[src/rtl/mult_arb_pkg.sv]
// Shared sizing and pipeline-entry type for the multiplier arbiter.
package mult_arb_pkg;

  localparam int unsigned NREQ  = 4;
  localparam int unsigned OP_W  = 8;
  localparam int unsigned RES_W = 2 * OP_W;
  localparam int unsigned ID_W  = $clog2(NREQ);

  typedef struct packed {
    logic              valid;
    logic [ID_W-1:0]   id;
    logic [RES_W-1:0]  data;
  } pipe_entry_t;

endpackage

[src/rtl/mult_arbiter_if.sv]
// Request/response bundle between requesters, result consumer and the arbiter.
interface mult_arbiter_if #(
  parameter int unsigned NREQ = mult_arb_pkg::NREQ,
  parameter int unsigned OP_W = mult_arb_pkg::OP_W
);

  logic [NREQ-1:0]          req_valid;
  logic [NREQ-1:0]          req_ready;
  logic [NREQ*OP_W-1:0]     req_a;
  logic [NREQ*OP_W-1:0]     req_b;
  logic                     rsp_valid;
  logic                     rsp_ready;
  logic [$clog2(NREQ)-1:0]  rsp_id;
  logic [2*OP_W-1:0]        rsp_result;
  logic                     busy;

  modport master (
    output req_valid, req_a, req_b, rsp_ready,
    input  req_ready, rsp_valid, rsp_id, rsp_result, busy
  );

  modport slave (
    input  req_valid, req_a, req_b, rsp_ready,
    output req_ready, rsp_valid, rsp_id, rsp_result, busy
  );

endinterface

[src/rtl/mult8_pipe.sv]
// Two-stage unsigned multiplier: operand register, then full-width product register.
module mult8_pipe import mult_arb_pkg::*; #(
  parameter int unsigned OpW = OP_W
) (
  input  logic             clk_i,
  input  logic             rst_i,
  input  logic             en_i,
  input  logic             ld_i,
  input  logic [OpW-1:0]   a_i,
  input  logic [OpW-1:0]   b_i,
  output logic [2*OpW-1:0] p_o
);

  logic [OpW-1:0]   a_q, a_d, b_q, b_d;
  logic [2*OpW-1:0] p_q, p_d;

  // Operands only load on a transfer, so bubbles recompute the last product and p_o holds.
  always_comb begin
    a_d = a_q;
    b_d = b_q;
    p_d = p_q;
    if (en_i) begin
      if (ld_i) begin
        a_d = a_i;
        b_d = b_i;
      end
      p_d = {{OpW{1'b0}}, a_q} * {{OpW{1'b0}}, b_q};
    end
  end

  always_ff @(posedge clk_i) begin
    if (rst_i) begin
      a_q <= '0;
      b_q <= '0;
      p_q <= '0;
    end else begin
      a_q <= a_d;
      b_q <= b_d;
      p_q <= p_d;
    end
  end

  assign p_o = p_q;

endmodule

[src/rtl/mult_arbiter.sv]
// Round-robin arbiter sharing one pipelined multiplier among NREQ requesters.
module mult_arbiter #(
  parameter int unsigned NREQ = mult_arb_pkg::NREQ,
  parameter int unsigned OP_W = mult_arb_pkg::OP_W
) (
  input logic           clk,
  input logic           rst,
  mult_arbiter_if.slave bus
);

  localparam int unsigned IdW  = $clog2(NREQ);
  localparam int unsigned ResW = 2 * OP_W;

  logic [IdW-1:0]  ptr_q, ptr_d;
  logic [IdW-1:0]  gnt_idx, cand;
  logic            gnt_found, stall, fire;
  logic            s1_valid_q, s1_valid_d, s2_valid_q, s2_valid_d;
  logic [IdW-1:0]  s1_id_q, s1_id_d, s2_id_q, s2_id_d;
  logic [OP_W-1:0] gnt_a, gnt_b;
  logic [ResW-1:0] prod;

  mult_arb_pkg::pipe_entry_t rsp_e;

  assign stall = s2_valid_q & ~bus.rsp_ready;

  // First valid requester at or above ptr, wrapping.
  always_comb begin
    gnt_found = 1'b0;
    gnt_idx   = '0;
    cand      = '0;
    for (int unsigned k = 0; k < NREQ; k++) begin
      cand = IdW'((32'(ptr_q) + k) % NREQ);
      if (!gnt_found && bus.req_valid[cand]) begin
        gnt_found = 1'b1;
        gnt_idx   = cand;
      end
    end
  end

  assign fire  = gnt_found & ~stall & ~rst;
  assign gnt_a = bus.req_a[gnt_idx*OP_W +: OP_W];
  assign gnt_b = bus.req_b[gnt_idx*OP_W +: OP_W];

  always_comb begin
    bus.req_ready = '0;
    if (fire) bus.req_ready[gnt_idx] = 1'b1;
  end

  always_comb begin
    ptr_d      = ptr_q;
    s1_valid_d = s1_valid_q;
    s1_id_d    = s1_id_q;
    s2_valid_d = s2_valid_q;
    s2_id_d    = s2_id_q;
    if (fire) begin
      ptr_d   = (gnt_idx == IdW'(NREQ - 1)) ? '0 : gnt_idx + IdW'(1);
      s1_id_d = gnt_idx;
    end
    if (!stall) begin
      s1_valid_d = fire;
      s2_valid_d = s1_valid_q;
      s2_id_d    = s1_id_q;
    end
  end

  always_ff @(posedge clk) begin
    if (rst) begin
      ptr_q      <= '0;
      s1_valid_q <= 1'b0;
      s1_id_q    <= '0;
      s2_valid_q <= 1'b0;
      s2_id_q    <= '0;
    end else begin
      ptr_q      <= ptr_d;
      s1_valid_q <= s1_valid_d;
      s1_id_q    <= s1_id_d;
      s2_valid_q <= s2_valid_d;
      s2_id_q    <= s2_id_d;
    end
  end

  mult8_pipe #(
    .OpW (OP_W)
  ) u_mult (
    .clk_i (clk),
    .rst_i (rst),
    .en_i  (~stall),
    .ld_i  (fire),
    .a_i   (gnt_a),
    .b_i   (gnt_b),
    .p_o   (prod)
  );

  assign rsp_e = '{valid: s2_valid_q, id: s2_id_q, data: prod};

  assign bus.rsp_valid  = rsp_e.valid;
  assign bus.rsp_id     = rsp_e.id;
  assign bus.rsp_result = rsp_e.data;
  assign bus.busy       = s1_valid_q | s2_valid_q;

endmodule

[src/flat_wrapper.sv]
// flat-port wrapper written by rule: the top's interface ports become plain ports
module mult_arbiter_flat 
#(
  parameter int unsigned NREQ = mult_arb_pkg::NREQ,
  parameter int unsigned OP_W = mult_arb_pkg::OP_W
)
  (clk, rst, bus_req_valid, bus_req_a, bus_req_b, bus_rsp_ready, bus_req_ready, bus_rsp_valid, bus_rsp_id, bus_rsp_result, bus_busy);
  mult_arbiter_if #(.NREQ(NREQ), .OP_W(OP_W)) bus_i ();
  input logic clk;
  input logic rst;
  input wire logic [$bits(bus_i.req_valid)-1:0] bus_req_valid;
  input wire logic [$bits(bus_i.req_a)-1:0] bus_req_a;
  input wire logic [$bits(bus_i.req_b)-1:0] bus_req_b;
  input wire logic [$bits(bus_i.rsp_ready)-1:0] bus_rsp_ready;
  output wire logic [$bits(bus_i.req_ready)-1:0] bus_req_ready;
  output wire logic [$bits(bus_i.rsp_valid)-1:0] bus_rsp_valid;
  output wire logic [$bits(bus_i.rsp_id)-1:0] bus_rsp_id;
  output wire logic [$bits(bus_i.rsp_result)-1:0] bus_rsp_result;
  output wire logic [$bits(bus_i.busy)-1:0] bus_busy;
  assign bus_i.req_valid = bus_req_valid;
  assign bus_i.req_a = bus_req_a;
  assign bus_i.req_b = bus_req_b;
  assign bus_i.rsp_ready = bus_rsp_ready;
  assign bus_req_ready = bus_i.req_ready;
  assign bus_rsp_valid = bus_i.rsp_valid;
  assign bus_rsp_id = bus_i.rsp_id;
  assign bus_rsp_result = bus_i.rsp_result;
  assign bus_busy = bus_i.busy;
  mult_arbiter #(.NREQ(NREQ), .OP_W(OP_W)) u_core (.clk(clk), .rst(rst), .bus(bus_i));
endmodule
[config.mk]
export PLATFORM = sky130hd
export DESIGN_NAME = mult_arbiter_flat
export DESIGN_NICKNAME = d
export VERILOG_FILES = /design/src/rtl/mult_arb_pkg.sv /design/src/rtl/mult_arbiter_if.sv /design/src/rtl/mult8_pipe.sv /design/src/rtl/mult_arbiter.sv /design/src/flat_wrapper.sv
export SDC_FILE = /design/constraint.sdc
export NUM_CORES = 1
export LEC_CHECK = 0
export ABC_CLOCK_PERIOD_IN_PS = 5000
export BUFFER_PORTS_ARGS = -buffer_cell sky130_fd_sc_hd__buf_2
export CAP_MARGIN = 25
export CORE_ASPECT_RATIO = 0.8
export CORE_UTILIZATION = 40
export CTS_CLUSTER_SIZE = 12
export DETAILED_ROUTE_END_ITERATION = 12
export PLACE_DENSITY_LB_ADDON = 0.08
export SLEW_MARGIN = 20
export SYNTH_ARGS = -nofsm -noshare
export SYNTH_HDL_FRONTEND = slang
export SYNTH_SLANG_ARGS = --single-unit
export TNS_END_PERCENT = 10
[constraint.sdc]
create_clock -name clk -period 5 [get_ports clk]
set_input_delay 0.25 -clock clk [delete_from_list [all_inputs] [get_ports clk]]
set_output_delay 0.25 -clock clk [all_outputs]
set_load 0.005 [all_outputs]
==> results.sh, run 1 <==
export IMPL_worst_pin_slew_ps=911
export IMPL_cts_num_sinks=40
export IMPL_critical_path_top_delay_family="adder cells"
export IMPL_crit_required_ps=5230
export IMPL_result_of_the_run="complete, no violations"
export IMPL_finalWorstPathRequiredPeriod_ps=4410
export IMPL_power_clock_fraction_pct=12.4
export IMPL_cp_slowest_stage_delay_ps=550
export IMPL_met1_usage_pct=25.7
export IMPL_largest_net_degree_at_the_start_of_global_routing=39
export IMPL_grt_pass1_wl_um=15600
export IMPL_switching_share_pct=46.2
export IMPL_critical_path_most_common_cell="sky130_fd_sc_hd__fa_1"
export IMPL_use_met2_pct=27.9
export IMPL_maxSlewHeadroom_pct=39.2
export IMPL_synth_simple_gate_area_share_pct=19.4
export IMPL_power_static_leakage_nw=2.48
export IMPL_depth_of_the_worst_register_to_register_path=13
export IMPL_route_final_wire_length_um=9530
export IMPL_die_ht_um=94.1
export IMPL_multi_input_area_um2=3100
export IMPL_period_share_pct=88.3
export IMPL_cts_max_level=2
export IMPL_critPathArrivalTime_ps=4650
export IMPL_synth_adder_area_share_pct=28.8
export IMPL_synthMuxAreaShare_pct=4.01
export IMPL_critical_path_buf_inv_count=2
export IMPL_maxCapViolCount=0
export IMPL_hold_viol_final=0
export IMPL_layout_drive_gt1_share_pct=22.7
export IMPL_synth_xor_area_share_pct=1.03
export IMPL_p_seq_share_pct=18.9
export IMPL_synth_compound_gate_area_share_pct=19.8
export IMPL_critical_path_reg2reg_startpoint="u_core.u_mult.b_q[6]"
export IMPL_grt_busiest_layer="met2"
export IMPL_cts_buffers=5
export IMPL_hold_buffers=0
export IMPL_path_depth=13
export IMPL_floorplan_die_area_um2=11000
export IMPL_mappedNetlistNets=645
export IMPL_grt_pass1_vias=3393
export IMPL_first_pass_iters=4
export IMPL_dpl_cell_area_um2=4790
export IMPL_ir_worst_vdd_mv=0.251
export IMPL_detailed_place_hpwl_um=7800
export IMPL_finalWeightedCongestion=0.812
export IMPL_port_buffers=94
export IMPL_finalSetupViolations=0
export IMPL_min_delay_path_class="input pin to flip-flop"
export IMPL_clock_tree_root_cell="sky130_fd_sc_hd__clkbuf_16"
export IMPL_vias=3661
export IMPL_seq_area_um2=801
export IMPL_cts_reportedPaths_clkPinSlew_ps=60
export IMPL_post_synth_instance_area_um2=4240
export IMPL_ys_ff_latch=40
export IMPL_crit_path_end="u_core.u_mult.p_o[13]"
export IMPL_core_rowCount=33
export IMPL_chip_width_um=117
export IMPL_end_kind="flip-flop"
export IMPL_cts_resized_gates=0
export IMPL_ios=95
export IMPL_max_slew_violation_total_from_the_final_report=0
export IMPL_drc=0
export IMPL_wl_per_cell_um=13.3
export IMPL_clock_skew_final_ps=5.08
export IMPL_syn_to_final_growth_pct=16.1
export IMPL_p_int_mw=1.34
export IMPL_worst_skew_pair_late_latency_ps=290
export IMPL_post_cts_buffers=0
export IMPL_p_per_area_nw_per_um2=507
export IMPL_worstPathMaxFanout=9
export IMPL_route_antenna_remaining_nets=0
export IMPL_drt_iter0_markers=147
export IMPL_unrepaired_setup_endpoints_after_global_routing="false"
export IMPL_clock_tree_from_tritoncts="yes"
export IMPL_timing_fmax_mhz=227
export IMPL_groute_usage_overall_pct=18.0
export IMPL_totalNegativeSetupSlack_ps=0
export IMPL_path_cells="and2_1, fa_1, fa_1, fa_1, inv_1, fa_1, inv_1, ha_1, or2_2, a211oi_1, a21oi_1, or3_1, nand3_1"
export IMPL_critical_path_class="flip-flop to flip-flop"
export IMPL_syn_mean_instance_area_um2=8.52
export IMPL_cts_path_max_buffers=2
export IMPL_netSwitchingPower_mw=1.15
export IMPL_drt_vias_per_instance=5.10
export IMPL_timing_rr_end="u_core.u_mult.p_o[13]"
export IMPL_reg2reg_setup_slack_ps=590
export IMPL_yosys_cell_types_count=50
export IMPL_start_kind="flip-flop"
export IMPL_synthCells=498
export IMPL_num_fill_cells=1042
export IMPL_yosys_area_top_type_share_pct=18.9
export IMPL_yosys_area_top_type="sky130_fd_sc_hd__dfxtp_1"
export IMPL_cp_slowest_cell="sky130_fd_sc_hd__fa_1"
export IMPL_fin_area_um2=4930
export IMPL_core_region_area_um2=10300
export IMPL_yosysWarnings=0
export IMPL_comb_power_share_pct=68.7
export IMPL_antenna_found_initial=0
export IMPL_synthTopCellsByArea="sky130_fd_sc_hd__dfxtp_1 19%, sky130_fd_sc_hd__fa_1 17%, sky130_fd_sc_hd__ha_1 12%"
export IMPL_initial_core_util_pct=41.3
export IMPL_congestion_overflow_gr=0
export IMPL_ys_seq_area_share_pct=18.9
export IMPL_final_util_pct=47.9
export IMPL_num_antenna_cells=0
export IMPL_global_route_usage_met3_pct=3.29
export IMPL_worstSetupStartpoint="u_core.u_mult.b_q[6]"
export IMPL_synth_top_family_by_area="adder cells"
export IMPL_nNetsFinal=725
layout make-up:
class	count	share of cell area [%]
Inverter	56	4.27
Timing Repair Buffer	98	10.2
Clock inverter	2	0.254
Clock buffer	5	2.54
Sequential cell	40	16.3
Multi-Input combinational cell	377	63.0
Tap cell	140	3.56
cell families after synthesis:
logic type | after synthesis
muxes | 17
and+or+nand+nor | 165
buffers and inverters | 81
adders and majority gates | 76
xor gates and xnor gates | 5
AOI/OAI and AO/OA | 114
DFF | 40
per-layer routing:
| layer | vias to the layer above | routed length [µm] |
|---|---|---|
| met4 | 0 | 66 |
| met3 | 5 | 287 |
| li1 | 1847 | - |
| met5 | - | 0 |
| met2 | 52 | 4360 |
| met1 | 1757 | 4820 |
registers in the layout, summed over array words and instances (netlist names):
signal                flops
u_core.u_mult.p_o        16
u_core.u_mult.a_q         8
u_core.s1_id_q            2
u_core.u_mult.b_q         8
u_core.bus.rsp_valid      1
u_core.s1_valid_q         1
u_core.bus.rsp_id         2
u_core.ptr_q              2
cell usage after synthesis, drive strengths merged:
| cell type | number |
|---|---|
| or3 | 2 |
| o211ai | 2 |
| dfxtp | 40 |
| and2 | 52 |
| nor2b | 3 |
| a22o | 2 |
| nor4 | 3 |
| o21a | 3 |
| nand4 | 2 |
| a211o | 1 |
| or3b | 1 |
| nand3 | 7 |
| or4 | 2 |
| o22ai | 2 |
| o31a | 1 |
| o21bai | 1 |
| nand2b | 3 |
| fa | 36 |
| a21oi | 34 |
| or2 | 3 |
| a211oi | 10 |
| nand2 | 66 |
| ha | 40 |
| a32oi | 1 |
| o221ai | 1 |
| o21ai | 10 |
| xnor2 | 4 |
| a21boi | 1 |
| a41oi | 1 |
| nor2 | 17 |
| nor3 | 4 |
| buf | 10 |
| a31oi | 18 |
| clkbuf | 15 |
| inv | 56 |
| mux2i | 17 |
| a311oi | 1 |
| a21o | 5 |
| xor2 | 1 |
| o31ai | 1 |
| a31o | 19 |
power groups by stage:
stage	combinational, mW	clock, mW	sequential (mW)
6_report	1.71	0.310	0.473
5_1_grt	1.98	0.334	0.485
4_1_cts	1.73	0.320	0.473
3_5_place_dp	1.70	0	0.481
3_3_place_gp	1.70	0	0.473
2_1_floorplan	1.36	0	0.454
layout by cell type (no fill, tap or decap), types with 12 or more instances in the layout:
cell type,n
sky130_fd_sc_hd__fa_1,36
sky130_fd_sc_hd__nor2_1,16
sky130_fd_sc_hd__dfxtp_1,40
sky130_fd_sc_hd__ha_1,40
sky130_fd_sc_hd__a31o_1,12
sky130_fd_sc_hd__a21oi_1,34
sky130_fd_sc_hd__and2_1,52
sky130_fd_sc_hd__buf_2,94
sky130_fd_sc_hd__nand2_1,66
sky130_fd_sc_hd__mux2i_1,17
sky130_fd_sc_hd__inv_1,55
worst min path at each step:
stage,slack (ps),to,cells past startpoint,from
5_1_grt,220,u_core.u_mult.b_q[1],3,bus_req_b[17]
2_1_floorplan,400,u_core.u_mult.a_q[7],2,bus_req_a[23]
3_5_place_dp,440,u_core.u_mult.p_o[0],2,u_core.u_mult.p_o[0]
6_report,220,u_core.u_mult.b_q[4],3,bus_req_b[28]
3_3_place_gp,440,u_core.bus.rsp_id[1],2,u_core.bus.rsp_id[1]
4_1_cts,220,u_core.u_mult.b_q[4],3,bus_req_b[20]
worst register-to-register path: cells and delay by family (launching register included):
kind                     cells  cell delay, ps
adder cells (fa/ha/maj)      5            2370
AND/OR/NAND/NOR              4             950
flip-flops                   1             480
buffers and inverters        2             100
AO/OA/AOI/OAI                2             460
through the flow:
step           setup WS, ps  power (mW)  hold slack (ps)  std cells
2_1_floorplan           790        1.81              399        498
3_3_place_gp            640        2.17              440        711
3_5_place_dp            595        2.18              440        711
4_1_cts                 571        2.52              218        718
5_1_grt                 346        2.80              218        718
6_report                585        2.50              222        718
(Power assumes the default switching activity.)
==> run 2: changes to the inputs <==
--- a/config.mk
+++ b/config.mk
@@ -5,6 +5,7 @@
 export SDC_FILE = /design/constraint.sdc
 export NUM_CORES = 1
 export LEC_CHECK = 0
+export ABC_AREA = 1
 export ABC_CLOCK_PERIOD_IN_PS = 5000
 export BUFFER_PORTS_ARGS = -buffer_cell sky130_fd_sc_hd__buf_2
 export CAP_MARGIN = 25
==> run 2 against run 1 <==
  * Register-to-register slack better by 60 ps
  * Worst setup slack improved by 59 ps
  * Synthesized cell count grew 38%
  * Core utilization shrank 0.58 points
  * Fmax increased by 1.4%
  * Die area increased by 7.2%
  * Total power grew 67%
  * Largest cell class unchanged
  * Highest routed layer unchanged
==> results.sh, run 2 <==
export IMPL_placed_cells_incl_taps=892
export IMPL_totalNegativeSetupSlack_ps=0
export IMPL_ys_seq_area_share_pct=17.6
export IMPL_congestion_overflow_gr=0
export IMPL_crit_required_ps=5180
export IMPL_die_ht_um=97.4
export IMPL_grt_pass1_vias=4400
export IMPL_clock_skew_final_ps=4.85
export IMPL_ys_dominant_reg_cell="sky130_fd_sc_hd__dfxtp_1"
export IMPL_most_common_layout_cells="219 x sky130_fd_sc_hd__nand2_1, 125 x sky130_fd_sc_hd__inv_1, 94 x sky130_fd_sc_hd__buf_2"
export IMPL_synthTopCellsByCount="219 x sky130_fd_sc_hd__nand2_1, 125 x sky130_fd_sc_hd__inv_1, 59 x sky130_fd_sc_hd__nand3_1"
export IMPL_clock_tree_root_cell="sky130_fd_sc_hd__clkbuf_16"
export IMPL_ios=95
export IMPL_num_fill_cells=1167
export IMPL_layout_commonest_cell="sky130_fd_sc_hd__nand2_1"
export IMPL_hold_buffers=0
export IMPL_yosys_area_top_type_share_pct=18.1
export IMPL_finalWeightedCongestion=0.854
export IMPL_antenna_found_initial=0
export IMPL_min_delay_path_class="input pin to flip-flop"
export IMPL_detailed_place_hpwl_um=9280
export IMPL_vias=4433
export IMPL_syn_mean_instance_area_um2=6.62
export IMPL_cts_resized_gates=0
export IMPL_finalNonFillerCells=900
export IMPL_largest_net_degree_at_the_start_of_global_routing=38
export IMPL_worst_pin_slew_ps=808
export IMPL_drc=0
export IMPL_start_kind="flip-flop"
export IMPL_synthTopCellsByArea="sky130_fd_sc_hd__nand2_1 18%, sky130_fd_sc_hd__dfxtp_1 18%, sky130_fd_sc_hd__fa_1 16%"
export IMPL_period_share_pct=87.1
export IMPL_mappedNetlistNets=835
export IMPL_seq_area_um2=801
export IMPL_finalWorstPathRequiredPeriod_ps=4360
export IMPL_worstPathMaxFanout=9
export IMPL_initial_core_util_pct=41.5
export IMPL_p_per_area_nw_per_um2=803
export IMPL_route_antenna_remaining_nets=0
export IMPL_drt_vias_per_instance=4.93
export IMPL_hold_viol_final=0
export IMPL_yosysWarnings=0
export IMPL_core_region_area_um2=11000
export IMPL_end_kind="flip-flop"
export IMPL_cts_num_sinks=40
export IMPL_chip_width_um=121
export IMPL_yosys_cell_types_count=33
export IMPL_nNetsFinal=903
export IMPL_timing_fmax_mhz=230
export IMPL_cts_buffers=5
export IMPL_ir_worst_vdd_mv=0.310
export IMPL_synth_edf_count=0
export IMPL_yosys_area_top_type="sky130_fd_sc_hd__nand2_1"
export IMPL_clock_tree_from_tritoncts="yes"
export IMPL_largest_reg_flops=16
export IMPL_groute_usage_overall_pct=21.2
export IMPL_post_synth_instance_area_um2=4550
export IMPL_worst_skew_pair_late_latency_ps=290
export IMPL_layout_drive_gt1_share_pct=15.7
export IMPL_route_final_wire_length_um=11500
export IMPL_unrepaired_setup_endpoints_after_global_routing="false"
export IMPL_maxCapViolCount=0
export IMPL_floorplan_die_area_um2=11800
export IMPL_multi_input_area_um2=3080
export IMPL_port_buffers=94
export IMPL_drt_iter0_markers=214
export IMPL_fin_area_um2=5190
export IMPL_critical_path_class="flip-flop to flip-flop"
export IMPL_cts_reportedPaths_clkPinSlew_ps=60
export IMPL_synth_async_sr_flop_share_pct=0
export IMPL_synthCells=688
export IMPL_wl_per_cell_um=12.8
export IMPL_core_rowCount=34
export IMPL_ys_ff_latch=40
export IMPL_syn_to_final_growth_pct=14.1
export IMPL_dpl_cell_area_um2=5040
export IMPL_post_cts_buffers=0
export IMPL_hold_ws_ps=196
export IMPL_finalSetupViolations=0
export IMPL_max_slew_violation_total_from_the_final_report=0
export IMPL_cts_path_max_buffers=2
export IMPL_grt_pass1_wl_um=20300
export IMPL_total_power_consumption_of_the_routed_design_mw=4.17
export IMPL_maxSlewHeadroom_pct=45.9
export IMPL_synth_most_common_cell="sky130_fd_sc_hd__nand2_1"
export IMPL_first_pass_iters=4
export IMPL_critPathArrivalTime_ps=4530
export IMPL_num_antenna_cells=0
export IMPL_result_of_the_run="complete, no violations"
export IMPL_power_static_leakage_nw=3.20
export IMPL_cts_max_level=2
[run 2: cell count changes in the layout (fill, tap and decap cells not counted), moves of 26 or more]
cell / before / now
sky130_fd_sc_hd__nand2_1: 66 / 219
sky130_fd_sc_hd__and2_1: 52 / 0
sky130_fd_sc_hd__nand4_1: 2 / 28
sky130_fd_sc_hd__nand3_1: 7 / 59
sky130_fd_sc_hd__inv_1: 55 / 125
[run 2: metrics by stage]
step | setup slack [ps] | util, %
after floorplan | 1010 | -
after global placement | 647 | 45.9
after detailed placement | 634 | 45.9
after CTS | 623 | 47.2
after global routing | 338 | 47.3
final | 645 | 47.3
[run 2: cell families after synthesis]
logic type / share of synthesized area (%)
simple gates: 33.1
buf+inv: 14.7
fa+ha+maj: 26.8
compound gates: 6.43
flops: 17.6
xor+xnor: 1.35
[run 2: per-layer routing]
metal | vias up | track usage (%) | part of all wire, %
met4 | 0 | 5.03 | 1.1
li1 | 2262 | - | -
met5 | - | 0 | 0
met3 | 13 | 3.23 | 4.5
met2 | 106 | 32.7 | 43
met1 | 2052 | 30.9 | 51
[run 2: cell type report]
cell class | instances | area share [%]
multi-input cells | 480 | 59.4
flip-flops and latches | 40 | 15.4
inverters | 133 | 9.61
repair buffers | 96 | 9.49
well taps | 144 | 3.47
clock buffers | 5 | 2.41
clock inverters | 2 | 0.241
[run 2: worst paths after layout]
path / from / end / slack (ps) / cells past startpoint
worst max register to register: u_core.u_mult.a_q[0] / u_core.u_mult.p_o[14] / 640 / 19
worst max-delay path: u_core.u_mult.a_q[0] / u_core.u_mult.p_o[14] / 640 / 19
worst min register to register: u_core.s1_id_q[0] / u_core.bus.rsp_id[0] / 450 / 2
worst min-delay path: rst / u_core.u_mult.p_o[0] / 200 / 2
[run 2: critical path, stage by stage, from the launching register on]
cell and delay [ps]:
sky130_fd_sc_hd__dfxtp_1 560, sky130_fd_sc_hd__nand2_1 150, sky130_fd_sc_hd__fa_1 520, sky130_fd_sc_hd__fa_1 550, sky130_fd_sc_hd__inv_1 60, sky130_fd_sc_hd__fa_1 530, sky130_fd_sc_hd__inv_1 60, sky130_fd_sc_hd__fa_1 530
sky130_fd_sc_hd__inv_1 40, sky130_fd_sc_hd__ha_1 350, sky130_fd_sc_hd__a21oi_1 210, sky130_fd_sc_hd__o21ai_0 110, sky130_fd_sc_hd__inv_1 80, sky130_fd_sc_hd__nand2_1 80, sky130_fd_sc_hd__nand2_1 90, sky130_fd_sc_hd__nand2_1 50
sky130_fd_sc_hd__nand2_1 60, sky130_fd_sc_hd__nand3_1 60, sky130_fd_sc_hd__o211ai_1 100, sky130_fd_sc_hd__inv_1 60
[run 2: power by group]
group | leakage, nW | switching, mW | internal, mW
registers | 0.332 | 0.209 | 0.455
clock network | 0.0657 | 0.130 | 0.181
logic | 2.81 | 2.02 | 1.18
==> run 3: changes to the inputs <==
--- a/config.mk
+++ b/config.mk
@@ -14,6 +14,7 @@
 export CTS_CLUSTER_SIZE = 12
 export DETAILED_ROUTE_END_ITERATION = 12
 export PLACE_DENSITY_LB_ADDON = 0.08
+export REMOVE_ABC_BUFFERS = 1
 export SLEW_MARGIN = 20
 export SYNTH_ARGS = -nofsm -noshare
 export SYNTH_HDL_FRONTEND = slang
==> run 3 against run 2 <==
  * Flip-flop and latch count did not move
  * Clock power up 26%
  * Combinational power down 1%
  * First-iteration DRC count increased by 29%
  * Die area is the same
==> results.sh, run 3 (same netlist as run 2, synthesis figures left out) <==
export IMPL_result_of_the_run="complete, no violations"
export IMPL_clock_tree_from_tritoncts="yes"
export IMPL_drt_vias_per_instance=4.93
export IMPL_reg2reg_setup_slack_ps=640
export IMPL_cts_resized_gates=0
export IMPL_timing_fmax_mhz=229
export IMPL_floorplan_die_area_um2=11800
export IMPL_power_static_leakage_nw=3.22
export IMPL_syn_to_final_growth_pct=15.0
export IMPL_cts_num_sinks=40
export IMPL_maxSlewHeadroom_pct=45.4
export IMPL_most_common_layout_cells="219 x sky130_fd_sc_hd__nand2_1, 125 x sky130_fd_sc_hd__inv_1, 94 x sky130_fd_sc_hd__buf_2"
export IMPL_cp_slowest_cell="sky130_fd_sc_hd__dfxtp_1"
export IMPL_first_pass_iters=5
export IMPL_unrepaired_setup_endpoints_after_global_routing="false"
export IMPL_period_share_pct=87.3
export IMPL_core_rowCount=34
export IMPL_post_cts_buffers=0
export IMPL_cts_path_max_buffers=2
export IMPL_finalSetupViolations=0
export IMPL_ir_worst_vdd_mv=0.367
export IMPL_route_final_wire_length_um=11600
export IMPL_critical_path_class="flip-flop to flip-flop"
export IMPL_largest_reg_flops=16
export IMPL_detailed_place_hpwl_um=9230
export IMPL_hold_buffers=0
export IMPL_wl_per_cell_um=12.8
export IMPL_min_delay_path_class="input pin to flip-flop"
export IMPL_drt_iter0_markers=275
export IMPL_worst_skew_pair_late_latency_ps=290
export IMPL_initial_core_util_pct=41.5
export IMPL_chip_width_um=121
export IMPL_cts_reportedPaths_clkPinSlew_ps=60
export IMPL_cts_max_level=2
export IMPL_finalWeightedCongestion=0.850
export IMPL_port_buffers=94
export IMPL_grt_pass1_vias=4420
export IMPL_critPathArrivalTime_ps=4560
export IMPL_crit_required_ps=5190
export IMPL_drc=0
export IMPL_total_power_consumption_of_the_routed_design_mw=4.22
export IMPL_path_cells="nand2_1, fa_1, fa_1, inv_1, fa_1, inv_1, fa_1, inv_1, ha_1, nand4_1, o21bai_1, nand2_1, nand3b_1, nand3_1, nand2_1, inv_1"
export IMPL_ios=95
export IMPL_antenna_found_initial=0
export IMPL_nNetsFinal=903
export IMPL_layout_drive_gt1_share_pct=15.9
export IMPL_grt_pass1_wl_um=20300
export IMPL_congestion_overflow_gr=0
export IMPL_route_antenna_remaining_nets=0
export IMPL_vias=4445
export IMPL_worst_pin_slew_ps=817
export IMPL_layout_commonest_cell="sky130_fd_sc_hd__nand2_1"
export IMPL_maxCapViolCount=0
export IMPL_worstPathMaxFanout=9
export IMPL_hold_viol_final=0
export IMPL_cp_slowest_stage_delay_ps=600
export IMPL_clock_skew_final_ps=4.61
export IMPL_die_ht_um=97.4
export IMPL_hold_ws_ps=205
export IMPL_end_kind="flip-flop"
export IMPL_max_slew_violation_total_from_the_final_report=0
export IMPL_groute_usage_overall_pct=21.4
export IMPL_totalNegativeSetupSlack_ps=0
export IMPL_clock_tree_root_cell="sky130_fd_sc_hd__clkbuf_16"
export IMPL_finalWorstPathRequiredPeriod_ps=4360
export IMPL_cts_buffers=5
export IMPL_largest_net_degree_at_the_start_of_global_routing=38
export IMPL_start_kind="flip-flop"
export IMPL_core_region_area_um2=11000
export IMPL_num_antenna_cells=0
export IMPL_p_per_area_nw_per_um2=806
[run 3: cell types whose count changed in the layout (fill, tap and decap cells not counted), sizes merged]
cell	before	now
clkinvlp	1	0
bufinv	0	1
clkbuf	5	6
[run 3: path summary, 6_finish.rpt]
path | end | cells after the start | from
worst max-delay path | u_core.u_mult.p_o[15] | 16 | u_core.u_mult.a_q[0]
worst min-delay path | u_core.u_mult.p_o[0] | 2 | rst
worst min register to register | u_core.bus.rsp_id[0] | 2 | u_core.s1_id_q[0]
worst max register to register | u_core.u_mult.p_o[15] | 16 | u_core.u_mult.a_q[0]
[run 3: stage by stage]
step | util (%) | instances | setup slack [ps] | instance area, µm²
final | 47.7 | 901 | 636 | 5240
after global routing | 47.7 | 901 | 408 | 5240
after CTS | 47.6 | 900 | 639 | 5220
after detailed placement | 45.9 | 892 | 664 | 5040
after global placement | 45.9 | 892 | 712 | 5040
after floorplan | - | 653 | 1110 | 4380
[run 3: critical path: cells and delay by family (launching register included)]
kind	cells	cell delay (ps)
fa+ha+maj	5	2470
simple gates	6	660
compound gates	1	340
flops	1	600
buf+inv	4	180
[run 3: power by group]
part / switching, mW / internal (mW)
clock: 0.141 / 0.250
combinational: 1.98 / 1.18
sequential: 0.214 / 0.455
[run 3: final cells by class]
cell class              count  area, µm²
fillers                  1157       5740
multi-input cells         480       3080
flip-flops and latches     40        801
inverters                 133        499
repair buffers             96        493
well taps                 144        180
clock buffers               6        139
clock inverters             2       38.8
[run 3: metal layers]
| metal | GRT usage (%) | up-vias | wire length [µm] |
|---|---|---|---|
| li1 | - | 2267 | - |
| met1 | 30.5 | 2090 | 5820 |
| met2 | 34.5 | 78 | 5200 |
| met3 | 2.99 | 10 | 439 |
| met4 | 3.99 | 0 | 96 |
| met5 | 0 | - | 0 |
